`src/rtl/bzmusic_seq.sv`:
```
// Buzzer music sequencer: fetches tune/beat entries from a latency-configurable ROM and plays square waves.
// Optional macro BZMUSIC_SEQ_DUTY_EN adds a duty_sh port selecting 50/25/12.5/6.25% duty.
module bzmusic_seq #(
    parameter int ADDR_W  = 8,
    parameter int DATA_W  = 16,
    parameter int ROM_LAT = 2,
    parameter int TICK_W  = 20
) (
    input  logic              clk,
    input  logic              rstn,
    input  logic              en,
    input  logic              pause,
    input  logic              loop_en,
    input  logic [TICK_W-1:0] tick_div,
    output logic [ADDR_W-1:0] rom_addr,
    output logic              rom_rd,
    input  logic [DATA_W-1:0] rom_data,
    output logic              busy,
    output logic              done,
    output logic              pwm_out
`ifdef BZMUSIC_SEQ_DUTY_EN
    ,
    input  logic [1:0]        duty_sh
`endif
);

    localparam int VAL_W = DATA_W - 1;

    typedef enum logic [2:0] {
        S_IDLE,
        S_FETCH,
        S_WAIT,
        S_DECODE,
        S_PLAY
    } state_t;

    state_t              state;
    logic [ADDR_W-1:0]   addr;
    logic [VAL_W-1:0]    tune;
    logic [VAL_W-1:0]    beat_cnt;
    logic [VAL_W-1:0]    phase;
    logic [TICK_W-1:0]   tick_cnt;
    logic [2:0]          wait_cnt;

    logic [TICK_W-1:0]   tick_last;
    logic [VAL_W-1:0]    thr;
    logic [VAL_W-1:0]    phase_inc;
    logic [VAL_W-1:0]    phase_nxt;
    logic                is_tune;
    logic [VAL_W-1:0]    value;

    always_comb begin
        tick_last = (tick_div == '0) ? '0 : tick_div - TICK_W'(1);
`ifdef BZMUSIC_SEQ_DUTY_EN
        thr       = tune >> (3'd1 + {1'b0, duty_sh});
`else
        thr       = tune >> 1;
`endif
        // phase < tune always holds, so the increment cannot overflow
        phase_inc = phase + VAL_W'(1);
        phase_nxt = (phase_inc >= tune) ? '0 : phase_inc;
        is_tune   = rom_data[DATA_W-1];
        value     = rom_data[DATA_W-2:0];
    end

    assign rom_addr = addr;
    assign rom_rd   = (state == S_FETCH);
    assign busy     = (state != S_IDLE);

    always_ff @(posedge clk or negedge rstn) begin
        if (!rstn) begin
            state    <= S_IDLE;
            addr     <= '0;
            tune     <= '0;
            beat_cnt <= '0;
            phase    <= '0;
            tick_cnt <= '0;
            wait_cnt <= '0;
            pwm_out  <= 1'b0;
            done     <= 1'b0;
        end else if (!en) begin
            state    <= S_IDLE;
            addr     <= '0;
            tune     <= '0;
            beat_cnt <= '0;
            phase    <= '0;
            tick_cnt <= '0;
            wait_cnt <= '0;
            pwm_out  <= 1'b0;
            done     <= 1'b0;
        end else begin
            done <= 1'b0;
            case (state)
                S_IDLE: begin
                    addr  <= '0;
                    tune  <= '0;
                    state <= S_FETCH;
                end
                S_FETCH: begin
                    wait_cnt <= '0;
                    state    <= (ROM_LAT == 1) ? S_DECODE : S_WAIT;
                end
                S_WAIT: begin
                    if (wait_cnt == 3'(ROM_LAT - 2))
                        state <= S_DECODE;
                    else
                        wait_cnt <= wait_cnt + 3'd1;
                end
                S_DECODE: begin
                    if (is_tune) begin
                        tune  <= value;
                        addr  <= addr + ADDR_W'(1);
                        state <= S_FETCH;
                    end else if (value != '0) begin
                        beat_cnt <= value;
                        tick_cnt <= '0;
                        phase    <= '0;
                        // first PLAY cycle shows phase 0
                        pwm_out  <= (thr != '0);
                        addr     <= addr + ADDR_W'(1);
                        state    <= S_PLAY;
                    end else if (loop_en) begin
                        addr  <= '0;
                        state <= S_FETCH;
                    end else begin
                        done  <= 1'b1;
                        addr  <= '0;
                        tune  <= '0;
                        state <= S_IDLE;
                    end
                end
                S_PLAY: begin
                    if (pause) begin
                        pwm_out <= 1'b0;
                    end else begin
                        phase   <= phase_nxt;
                        pwm_out <= (phase_nxt < thr);
                        if (tick_cnt >= tick_last) begin
                            tick_cnt <= '0;
                            beat_cnt <= beat_cnt - VAL_W'(1);
                            if (beat_cnt <= VAL_W'(1)) begin
                                pwm_out <= 1'b0;
                                state   <= S_FETCH;
                            end
                        end else begin
                            tick_cnt <= tick_cnt + TICK_W'(1);
                        end
                    end
                end
                default: state <= S_IDLE;
            endcase
        end
    end

endmodule

```
`config.mk`:
```
export PLATFORM = sky130hd
export DESIGN_NAME = bzmusic_seq
export DESIGN_NICKNAME = d
export VERILOG_FILES = /design/src/rtl/bzmusic_seq.sv
export SDC_FILE = /design/constraint.sdc
export NUM_CORES = 1
export LEC_CHECK = 0
export CAP_MARGIN = 5
export CORE_MARGIN = 2
export CORE_UTILIZATION = 32
export CTS_CLUSTER_SIZE = 30
export DETAILED_ROUTE_END_ITERATION = 7
export SETUP_SLACK_MARGIN = 0.05
export SLEW_MARGIN = 20
export SYNTH_ARGS = -nofsm -noshare
export SYNTH_HDL_FRONTEND = slang
export SYNTH_SLANG_ARGS = --single-unit
```
`constraint.sdc`:
```
create_clock -name clk -period 6.1 [get_ports clk]
set_input_delay 1.525 -clock clk [delete_from_list [all_inputs] [get_ports clk]]
set_output_delay 1.525 -clock clk [all_outputs]
set_load 0.1 [all_outputs]
```
==> summary.json <==
{
  "syn_nets": {"value": 813},
  "die-area": {"value": 19700, "unit": "um^2"},
  "place_inst": {"value": 976},
  "tritoncts": {"value": "done"},
  "timing.reg2reg.setup_slack": {"value": 1240, "unit": "ps"},
  "power.static_leakage": {"value": 3.10, "unit": "nW"},
  "nFillCells": {"value": 1838},
  "hold_viol": {"value": 0},
  "crit_fanout": {"value": 14},
  "vdd_drop_max": {"value": 0.133, "unit": "mV"},
  "slowest_delay": {"value": 750, "unit": "ps"},
  "powerDensity": {"value": 191, "unit": "nW/um^2"},
  "reg2reg_to": {"value": "pwm_out"},
  "timing_worst_setup_path_type": {"value": "input pin to register"},
  "synth_enable_flop_cells": {"value": 0},
  "post_cts_buffers": {"value": 0},
  "io_buffers": {"value": 52},
  "multi_input_area": {"value": 3670, "unit": "um^2"},
  "post-synth-top-area-fraction": {"value": 0.340},
  "hp-class": {"value": "register to register"},
  "final_cells": {"value": 992},
  "critPathSlowestCell": {"value": "nor2_1"},
  "end_kind": {"value": "register"},
  "route.detailed.wl_per_inst": {"value": 15.3, "unit": "um"},
  "antenna_found_initial": {"value": 0},
  "clkTransAtPathRegs": {"value": 60, "unit": "ps"},
  "initial_core_util": {"value": 0.329},
  "horiz_die_dim": {"value": 140, "unit": "um"},
  "status": {"value": "complete, no violations"},
  "dr_total_vias": {"value": 5318},
  "setup_repair_after_global_routing_missed_its_margin": {"value": "false"},
  "r2r_cells": {"value": 18},
  "layout.nets": {"value": 855},
  "ios": {"value": 53},
  "slew-limit-headroom": {"value": 0.347},
  "reg2reg_from": {"value": "phase[0]"},
  "synth_area_per_cell": {"value": 8.32, "unit": "um^2"},
  "gr-usage-all-layers": {"value": 0.159},
  "grt-ovfl-total": {"value": 0},
  "clk-insertion-delay-late": {"value": 340, "unit": "ps"},
  "post-route-period-util": {"value": 0.912},
  "hold_bufs_at_cts": {"value": 0},
  "drt-vias-per-instance": {"value": 5.36},
  "drtPass1Iterations": {"value": 5},
  "initialDrtViolationCount": {"value": 299},
  "synth_seq_area_share": {"value": 0.340},
  "period_minus_slack": {"value": 5560, "unit": "ps"},
  "finalWirelength": {"value": 15200, "unit": "um"},
  "cap_viol_max_count": {"value": 0},
  "post_cts_resized": {"value": 0},
  "final_layout_size_suffix_gt1_frac": {"value": 0.0498},
  "hold_end": {"value": "phase[14]"},
  "drv_slew": {"value": 0},
  "fin_skew": {"value": 9.54, "unit": "ps"},
  "synthFlopType": {"value": "dfrtp_1"},
  "largest_net_degree_at_the_start_of_global_routing": {"value": 67},
  "worst_slew_pin_tran": {"value": 977, "unit": "ps"},
  "worstHoldStart": {"value": "phase[14]"},
  "cp-start-kind": {"value": "input pin"},
  "synth_top_area_cell": {"value": "dfrtp_1"},
  "postSynthRegisterBits": {"value": 81},
  "antennaDiodeCount": {"value": 0},
  "place.gp.congestion": {"value": 0.812},
  "clock-root-buffer": {"value": "clkbuf_16"},
  "synthesis.area": {"value": 5960, "unit": "um^2"},
  "worstPathCellList": {"value": "clkdlybuf4s50_1 > or4_4 > or3_4 > nand2b_4 > or3_4 > or3_4 > nor3_2 > a21oi_1 > ha_1 > nand2_1 > o21ai_0 > nor3_1 > o21ai_1 > a21oi_1 > nor2_1 > o21ai_0"},
  "via_count_of_the_first_global_routing_pass": {"value": 5067},
  "yosysWarningCount": {"value": 0},
  "ff_latch_area": {"value": 2030, "unit": "um^2"},
  "cp.required": {"value": 6280, "unit": "ps"},
  "clock-sinks": {"value": 81},
  "rows": {"value": 49},
  "setup-tns-final": {"value": 0, "unit": "ps"},
  "synth-async-reset-ratio": {"value": 1.00},
  "fp.dieH": {"value": 140, "unit": "um"},
  "flow.area_growth_from_synthesis": {"value": 17.7, "unit": "%"},
  "synth_area_leaders": {"value": "dfrtp_1 (34%), ha_1 (12%), o21ai_0 (6.1%)"},
  "ant_nets": {"value": 0},
  "min_path_cells": {"value": 2},
  "core_region_area": {"value": 18100, "unit": "um^2"},
  "grt_pass1_wl": {"value": 25600, "unit": "um"},
  "postSynthCellCount": {"value": 716},
  "setup_violations": {"value": 0},
  "fmax": {"value": 0.180, "unit": "GHz"},
  "crit_path_frequent_cell": {"value": "or3_4"},
  "yosysUniqueCellTypes": {"value": 58},
  "cts-buffers-inserted": {"value": 9},
  "critPathArrivalTime": {"value": 5740, "unit": "ps"},
  "ctsHtreeMaxLevel": {"value": 3},
  "clock_tree.buffer_depth": {"value": 2},
  "drc_errors": {"value": 0},
  "final_util": {"value": 0.388},
  "dp_hpwl": {"value": 11300, "unit": "um"}
}
[area by class of cell]
| cell class | count | share of cell area |
|---|---|---|
| Multi-Input combinational cell | 565 | 0.523 |
| Sequential cell | 81 | 0.289 |
| Timing Repair Buffer | 61 | 0.0835 |
| Tap cell | 229 | 0.0408 |
| Clock buffer | 10 | 0.0326 |
| Inverter | 40 | 0.0214 |
| Clock inverter | 6 | 0.00945 |
[routing by layer]
layer	GRT usage	routed length, um
met3	0.0280	494
met5	0	0
met1	0.218	7340
met2	0.259	7200
met4	0.0405	193
[stage by stage]
| stage | setup WS, ps | total power, mW | cell area (um^2) | hold slack (ps) |
|---|---|---|---|---|
| after global routing | 196 | 1.40 | 7020 | 531 |
| after detailed placement | 127 | 0.803 | 6720 | 493 |
| after floorplan | 911 | 0.707 | 5960 | 460 |
| after global placement | 199 | 0.803 | 6720 | 478 |
| after CTS | 499 | 1.35 | 7020 | 511 |
| final | 538 | 1.34 | 7020 | 514 |
[synth_stat cells (3+ instances only)]
| master | number |
|---|---|
| o21ai_0 | 73 |
| nor2_1 | 59 |
| o211ai_1 | 3 |
| nor3_1 | 20 |
| nand2_1 | 85 |
| or3_1 | 6 |
| o2111ai_1 | 3 |
| nor3b_1 | 3 |
| a211oi_1 | 9 |
| a22o_1 | 15 |
| dfrtp_1 | 81 |
| clkbuf_1 | 25 |
| a22oi_1 | 4 |
| o41ai_1 | 11 |
| or3_4 | 3 |
| or2_2 | 3 |
| xnor2_1 | 12 |
| a21o_1 | 5 |
| nand3_1 | 23 |
| buf_2 | 4 |
| a21oi_1 | 35 |
| nor4_1 | 17 |
| nor2b_1 | 10 |
| nand2b_1 | 10 |
| inv_1 | 40 |
| and3_1 | 16 |
| nand4_1 | 12 |
| xor2_1 | 29 |
| ha_1 | 56 |
| and2_1 | 3 |
| o31ai_1 | 5 |
[where the power goes]
group	leakage (nW)	total (mW)	internal (mW)	switching, mW
clock	0.147	0.545	0.319	0.227
combinational	1.84	0.222	0.0766	0.145
sequential	1.11	0.572	0.552	0.0200
[sequential cells by signal (all words and copies together), names as in the netlist]
signal / flops
pwm_out: 1
tune: 15
state: 3
rom_addr: 8
wait_cnt: 3
phase: 15
beat_cnt: 15
done: 1
tick_cnt: 20
[worst max path at each step]
stage	slack, ps	depth (start not counted)	endpoint	start
6_report	540	16	beat_cnt[0]	tick_div[7]
5_1_grt	200	16	beat_cnt[0]	tick_div[7]
4_1_cts	500	16	beat_cnt[0]	tick_div[7]
3_5_place_dp	130	16	beat_cnt[1]	tick_div[10]
3_3_place_gp	200	16	beat_cnt[1]	tick_div[10]
2_1_floorplan	910	16	beat_cnt[4]	tick_div[9]
[cells in the final DEF (no fill, tap or decap), drive strengths merged, types with 10 or more instances in the layout]
master	Yosys	final
a21oi	35	35
a22o	15	15
and3	16	16
buf	5	10
clkbuf	25	10
clkdlybuf4s50	0	51
dfrtp	81	81
ha	56	56
inv	40	41
nand2	85	85
nand2b	11	11
nand3	23	23
nand4	12	12
nor2	59	59
nor2b	10	10
nor3	21	21
nor4	17	17
o21ai	75	75
o41ai	11	11
xnor2	12	12
xor2	29	29
[cells by family after synthesis]
group,Yosys count,share of synthesized area
simple gates,280,0.235
compound gates,186,0.199
flops,81,0.340
buf+inv,70,0.0449
fa+ha+maj,56,0.118
xor+xnor,41,0.0603
mux,2,0.00336
[worst max-delay path: cells and delay by family]
| kind | cells | cell delay, ps |
|---|---|---|
| adder cells (fa/ha/maj) | 1 | 320 |
| buffers and inverters | 1 | 500 |
| AND/OR/NAND/NOR | 9 | 2720 |
| AO/OA/AOI/OAI | 5 | 680 |
No activity file was read; power rests on OpenSTA's default activity.
